<file path="config.mk">
export PLATFORM = sky130hd
export DESIGN_NAME = forward_ctrl_unit
export DESIGN_NICKNAME = d
export VERILOG_FILES = /design/src/rtl/forward_ctrl_unit_pkg.sv /design/src/rtl/forward_ctrl_unit_fwd_sel_decode.sv /design/src/rtl/forward_ctrl_unit.sv
export SDC_FILE = /design/constraint.sdc
export NUM_CORES = 1
export LEC_CHECK = 0
export BUFFER_PORTS_ARGS = -buffer_cell sky130_fd_sc_hd__buf_2
export CORE_ASPECT_RATIO = 2
export CORE_UTILIZATION = 45
export CTS_BUF_LIST = sky130_fd_sc_hd__clkbuf_16
export DETAILED_ROUTE_END_ITERATION = 6
export GPL_TIMING_DRIVEN = 0
export MAX_ROUTING_LAYER = met4
export PLACE_DENSITY = 0.76
export SLEW_MARGIN = 15
export SYNTH_ARGS = -nofsm -noshare
export SYNTH_HDL_FRONTEND = slang
export SYNTH_SLANG_ARGS = --single-unit
</file>
<file path="constraint.sdc">
create_clock -name Clk -period 1.5 [get_ports Clk]
set_input_delay 0.15 -clock Clk [delete_from_list [all_inputs] [get_ports Clk]]
set_output_delay 0.15 -clock Clk [all_outputs]
set_load 0.01 [all_outputs]
</file>
<file path="src/rtl/forward_ctrl_unit_pkg.sv">
// Shared types and constants for the forwarding control unit.
// Holds the operand-mux select encodings, the default register-specifier
// width and the record carried through the shadow pipeline stages.
package forward_ctrl_unit_pkg;

  localparam int FWD_REG_ADDR_W = 5;

  localparam logic [1:0] FWD_REGFILE = 2'b00;
  localparam logic [1:0] FWD_EXMEM   = 2'b01;
  localparam logic [1:0] FWD_MEMWB   = 2'b10;

  typedef struct packed {
    logic                      valid;
    logic                      regwrite;
    logic                      memread;
    logic [FWD_REG_ADDR_W-1:0] dest;
    logic [FWD_REG_ADDR_W-1:0] rs;
    logic [FWD_REG_ADDR_W-1:0] rt;
    logic                      uses_rs;
    logic                      uses_rt;
  } stage_t;

  // Turn a stage record into a bubble: specifiers ride along, but the
  // record can no longer write, load or count as a real instruction.
  function automatic stage_t bubble_stage(input stage_t s);
    stage_t b;
    b          = s;
    b.valid    = 1'b0;
    b.regwrite = 1'b0;
    b.memread  = 1'b0;
    return b;
  endfunction

endpackage

</file>
<file path="src/rtl/forward_ctrl_unit_fwd_sel_decode.sv">
// Forward-select decoder for one EX-stage source operand.
// Purely combinational: compares one source specifier against the EX/MEM
// and MEM/WB stage records and returns the operand-mux select code.
// The newer EX/MEM result has priority; register $0 is never forwarded.
import forward_ctrl_unit_pkg::*;

module fwd_sel_decode (
  input  logic [FWD_REG_ADDR_W-1:0] i_src,
  input  logic                      i_uses,
  input  stage_t                    i_exmem,
  input  stage_t                    i_memwb,
  output logic [1:0]                o_sel
);

  logic w_exmem_hit;
  logic w_memwb_hit;
  logic w_unused_fields;

  assign w_exmem_hit = i_uses && i_exmem.valid && i_exmem.regwrite &&
                       (i_exmem.dest != {FWD_REG_ADDR_W{1'b0}}) &&
                       (i_exmem.dest == i_src);
  assign w_memwb_hit = i_uses && i_memwb.valid && i_memwb.regwrite &&
                       (i_memwb.dest != {FWD_REG_ADDR_W{1'b0}}) &&
                       (i_memwb.dest == i_src);

  // Record fields that play no part in the forwarding decision.
  assign w_unused_fields = ^{i_exmem.memread, i_exmem.rs, i_exmem.rt,
                             i_exmem.uses_rs, i_exmem.uses_rt,
                             i_memwb.memread, i_memwb.rs, i_memwb.rt,
                             i_memwb.uses_rs, i_memwb.uses_rt};

  // Priority select: newest producer first, register file as fallback.
  always_comb begin
    o_sel = FWD_REGFILE;
    if (w_exmem_hit) begin
      o_sel = FWD_EXMEM;
    end else if (w_memwb_hit) begin
      o_sel = FWD_MEMWB;
    end else begin
      o_sel = FWD_REGFILE;
    end
  end

endmodule

</file>
<file path="src/rtl/forward_ctrl_unit.sv">
// Forwarding and load-use stall control for a 5-stage MIPS pipeline.
// Keeps a shadow copy of the ID/EX, EX/MEM and MEM/WB control fields,
// decodes the ALU operand-mux selects from those flops and raises a
// one-cycle stall for a load followed by a dependent instruction.
// Optional feature macro: FWD_STALL_CNT_EN adds a saturating StallCount.
// Stage records use the package register width; REG_ADDR_W must match it.
import forward_ctrl_unit_pkg::*;

module forward_ctrl_unit #(
  parameter int REG_ADDR_W = FWD_REG_ADDR_W,
  parameter int CNT_W      = 16
) (
  input  logic                  Clk,
  input  logic                  Rst,
  input  logic [REG_ADDR_W-1:0] ID_Rs,
  input  logic [REG_ADDR_W-1:0] ID_Rt,
  input  logic                  ID_UsesRs,
  input  logic                  ID_UsesRt,
  input  logic [REG_ADDR_W-1:0] ID_Dest,
  input  logic                  ID_RegWrite,
  input  logic                  ID_MemRead,
  input  logic                  ID_Valid,
  input  logic                  Flush,
`ifdef FWD_STALL_CNT_EN
  output logic [CNT_W-1:0]      StallCount,
`endif
  output logic [1:0]            FwdSelA,
  output logic [1:0]            FwdSelB,
  output logic                  Stall
);

  stage_t r_idex;
  stage_t r_exmem;
  stage_t r_memwb;
  stage_t w_id_stage;
  logic   w_stall;
  logic   w_bubble;
  logic   w_load_hit;

  assign w_id_stage = '{valid:    ID_Valid,
                        regwrite: ID_RegWrite,
                        memread:  ID_MemRead,
                        dest:     ID_Dest,
                        rs:       ID_Rs,
                        rt:       ID_Rt,
                        uses_rs:  ID_UsesRs,
                        uses_rt:  ID_UsesRt};

  // A load sitting in EX whose destination is read by the decode instruction.
  assign w_load_hit = r_idex.valid && r_idex.memread &&
                      (r_idex.dest != {REG_ADDR_W{1'b0}}) &&
                      ((ID_UsesRs && (ID_Rs == r_idex.dest)) ||
                       (ID_UsesRt && (ID_Rt == r_idex.dest)));

  // Flush discards the decode instruction, so it overrides any stall.
  assign w_stall  = w_load_hit && ID_Valid && !Flush;
  assign w_bubble = w_stall || Flush || !ID_Valid;
  assign Stall    = w_stall;

  // Shadow pipeline advance; a bubble enters ID/EX on stall, flush or empty slot.
  always_ff @(posedge Clk or negedge Rst) begin
    if (!Rst) begin
      r_idex  <= '0;
      r_exmem <= '0;
      r_memwb <= '0;
    end else begin
      r_memwb <= r_exmem;
      r_exmem <= r_idex;
      r_idex  <= w_bubble ? bubble_stage(w_id_stage) : w_id_stage;
    end
  end

  fwd_sel_decode u_sel_a (
    .i_src   (r_idex.rs),
    .i_uses  (r_idex.uses_rs),
    .i_exmem (r_exmem),
    .i_memwb (r_memwb),
    .o_sel   (FwdSelA)
  );

  fwd_sel_decode u_sel_b (
    .i_src   (r_idex.rt),
    .i_uses  (r_idex.uses_rt),
    .i_exmem (r_exmem),
    .i_memwb (r_memwb),
    .o_sel   (FwdSelB)
  );

`ifdef FWD_STALL_CNT_EN
  logic [CNT_W-1:0] r_stall_cnt;

  // Count stall cycles, holding at all-ones instead of wrapping.
  always_ff @(posedge Clk or negedge Rst) begin
    if (!Rst) begin
      r_stall_cnt <= {CNT_W{1'b0}};
    end else if (w_stall && (r_stall_cnt != {CNT_W{1'b1}})) begin
      r_stall_cnt <= r_stall_cnt + {{(CNT_W-1){1'b0}}, 1'b1};
    end else begin
      r_stall_cnt <= r_stall_cnt;
    end
  end

  assign StallCount = r_stall_cnt;
`else
  logic [CNT_W-1:0] w_unused_cnt;
  assign w_unused_cnt = {CNT_W{1'b0}};
`endif

endmodule

</file>
==> impl_metrics.env <==
export IMPL_grt_max_degree=35
export IMPL_synth_simple_gate_area_share_pct=10.9
export IMPL_grt_overflow_total=0
export IMPL_drt_iter0_markers=33
export IMPL_rsz0062_at_grt="yes"
export IMPL_io_buffers=27
export IMPL_clock_sinks=34
export IMPL_worstSetupPathType="reg -> out"
export IMPL_yosysWarnings=0
export IMPL_track_usage_pct=21.9
export IMPL_die_w_um=40.3
export IMPL_nets=171
export IMPL_grt_pass1_wl_um=4400
export IMPL_fin_crit_sh_pct=127
export IMPL_muxShareOfSynthArea_pct=0
export IMPL_r2r_start="r_idex[13]"
export IMPL_r2r_end="r_idex[19]"
export IMPL_worst_pin_slew_ns=0.702
export IMPL_critPathLaunchType="register"
export IMPL_maxCapViolCount=0
export IMPL_whs_endpoint="r_idex[7]"
export IMPL_synth_cell_types=19
export IMPL_avgSynthCellArea_um2=13.5
export IMPL_die_h_um=78.6
export IMPL_syn2layout_area_growth_pct=39.5
export IMPL_total_power_uw=2140
export IMPL_drive_above_1_share_pct=37.6
export IMPL_crit_path_max_fanout=2
export IMPL_status="finished, violations left"
export IMPL_whs_path_depth=1
export IMPL_holdWs_ns=0.00708
export IMPL_io_pins=28
export IMPL_peakVddDrop_mv=0.976
export IMPL_dp_cells=154
export IMPL_cts_made_buffers=5
export IMPL_coreArea_um2=2770
export IMPL_max_slew_margin_pct=53.2
export IMPL_post_dp_hpwl_um=1960
export IMPL_die_area_um2=3170
export IMPL_reg2reg_setup_slack_ns=0.21
export IMPL_required_ns=1.35
export IMPL_synth_top_family_by_area="XOR/XNOR gates"
export IMPL_rows=27
export IMPL_via_per_inst=5.26
export IMPL_synth_xor_area_share_pct=19.9
export IMPL_holdCritPathClass="in -> reg"
export IMPL_timing_final_crit_period_ns=1.91
export IMPL_clk_insertion_delay_late_ns=0.27
export IMPL_reg2reg_depth=5
export IMPL_syn_nets=121
export IMPL_first_pass_iters=4
export IMPL_antenna_found_initial=0
export IMPL_initial_utilization_pct=47.7
export IMPL_netlist_instances=98
export IMPL_finalSetupViolCount=5
export IMPL_synth_compound_area_share_pct=3.69
export IMPL_max_freq_ghz=0.524
export IMPL_dp_slack_ns=-0.201
export IMPL_clockBufferDepth=2
export IMPL_ys_ff_latch=34
export IMPL_hold_viol=0
export IMPL_num_antenna_cells=0
export IMPL_path_clk_slew_ns=0.05
export IMPL_violations="setup timing"
export IMPL_crit_path_end_kind="primary output"
export IMPL_synthAdderAreaFrac_pct=0
export IMPL_worst_slack_ns=-0.408
export IMPL_hold_path_startpoint="ID_Rs[0]"
export IMPL_synthesis_area_um2=1320
export IMPL_h_tree_depth=2
export IMPL_vias=937
export IMPL_ys_seq_area_share_pct=64.4
export IMPL_grt_pass1_vias=1070
export IMPL_finalNonFillerCells=178
export IMPL_tritoncts="built"
export IMPL_crit_arrival_ns=1.76
export IMPL_wl_um=2770
export IMPL_ant_nets=0
export IMPL_cts_root_buf="clkbuf_16"
export IMPL_finClkSkew_ns=0.00476
export IMPL_globalplace_congestion=0.833
export IMPL_slew_violations=0
export IMPL_route_detailed_drc=0
export IMPL_power_leakage_uw=0.000834
export IMPL_p_per_area_nw_per_um2=1160
export IMPL_wire_per_inst_um=15.6
==> layout by cell type, fill, tap and decap left out, drive strengths merged, types with 3 or more instances in the layout <==
cell / netlist / layout
xor2: 8 / 8
nand2: 6 / 6
dlygate4sd3: 0 / 7
dfrtp: 34 / 34
nand3: 3 / 3
clkbuf: 0 / 5
nor3: 5 / 5
buf: 2 / 38
a21oi: 3 / 3
xnor2: 22 / 22
nand4: 4 / 4
==> critical path: stages, from the launching register on <==
cell and delay, ns:
dfrtp_1 0.39, or4_4 0.54, o211ai_4 0.23, nor3_4 0.07, buf_4 0.13, buf_6 0.11
==> logic make-up (layout without fill, tap and decap cells) <==
| kind of cell | count (synthesis) | in the layout |
|---|---|---|
| DFF | 34 | 34 |
| xor gates and xnor gates | 30 | 30 |
| AOI/OAI and AO/OA | 7 | 7 |
| buffers and inverters | 2 | 53 |
| and+or+nand+nor | 25 | 25 |
==> flip-flops by register name, indices dropped and copies added (netlist names) <==
signal,count
r_idex,20
r_exmem,7
r_memwb,7
==> where the power goes <==
group	total [µW]	switching (µW)	internal (µW)
clock network	930	333	597
registers	1010	43.1	965
logic	202	92.0	110
==> timing repair <==
action | in CTS | in global routing
resized for setup | 9 | 4
endpoints found under the hold margin | 40 | 0
setup endpoints to repair | 5 | 5
setup buffers | 6 | 3
hold buffers | 7 | 0
pin swaps | 9 | 6
==> cell usage after synthesis <==
library cell	count	share of area (%)
a21boi_0	1	0.57
a21oi_1	3	1.1
and3b_1	1	0.66
buf_4	2	1.1
dfrtp_1	34	64
nand2_1	6	1.7
nand3_1	3	1.1
nand4_1	4	1.9
nor2_1	1	0.28
nor2b_1	1	0.47
nor3_1	3	1.1
nor3_2	2	1.5
nor4_1	2	0.95
o211ai_1	1	0.57
o211ai_2	1	0.95
o22ai_1	1	0.47
or4_1	2	1.1
xnor2_1	22	15
xor2_1	8	5.3
==> routing by layer <==
metal / global-route usage, % / routed length, µm / vias up / part of all wire [%]
li1: - / - / 431 / -
met4: 18.0 / 211 / 0 / 7.6
met3: 2.54 / 99 / 16 / 3.6
met1: 17.8 / 856 / 450 / 31
met5: - / 0 / - / 0
met2: 38.1 / 1610 / 40 / 58
==> worst max-delay path by stage <==
stage	start	endpoint	cells after the start	slack, ns
after floorplan	r_exmem[13]	FwdSelA[1]	4	0.00007
after global placement	r_exmem[13]	FwdSelA[0]	5	-0.20
after detailed placement	r_exmem[14]	FwdSelA[0]	5	-0.20
after CTS	r_exmem[14]	FwdSelA[1]	5	-0.42
after global routing	r_exmem[14]	FwdSelA[1]	5	-0.49
final	r_exmem[14]	FwdSelA[0]	5	-0.41
==> stage by stage <==
stage               utilization [%]  area (µm²)  TNS (ns)
floorplan                         -        1320         0
global placement               53.9        1490    -0.784
detailed placement             53.9        1490    -0.831
CTS                            64.8        1800     -1.82
global route                   66.5        1840     -2.15
finish                         66.5        1840     -1.77
==> area by class of cell <==
| type | instances | area (µm²) |
|---|---|---|
| buffer | 2 | 15.0 |
| fill | 205 | 927 |
| timing repair buffer | 43 | 285 |
| clock buffer | 5 | 125 |
| clock inverter | 3 | 12.5 |
| sequential | 34 | 852 |
| multi-input combinational | 62 | 517 |
| tap | 29 | 36.3 |
Power figures use the tool's default switching activity.
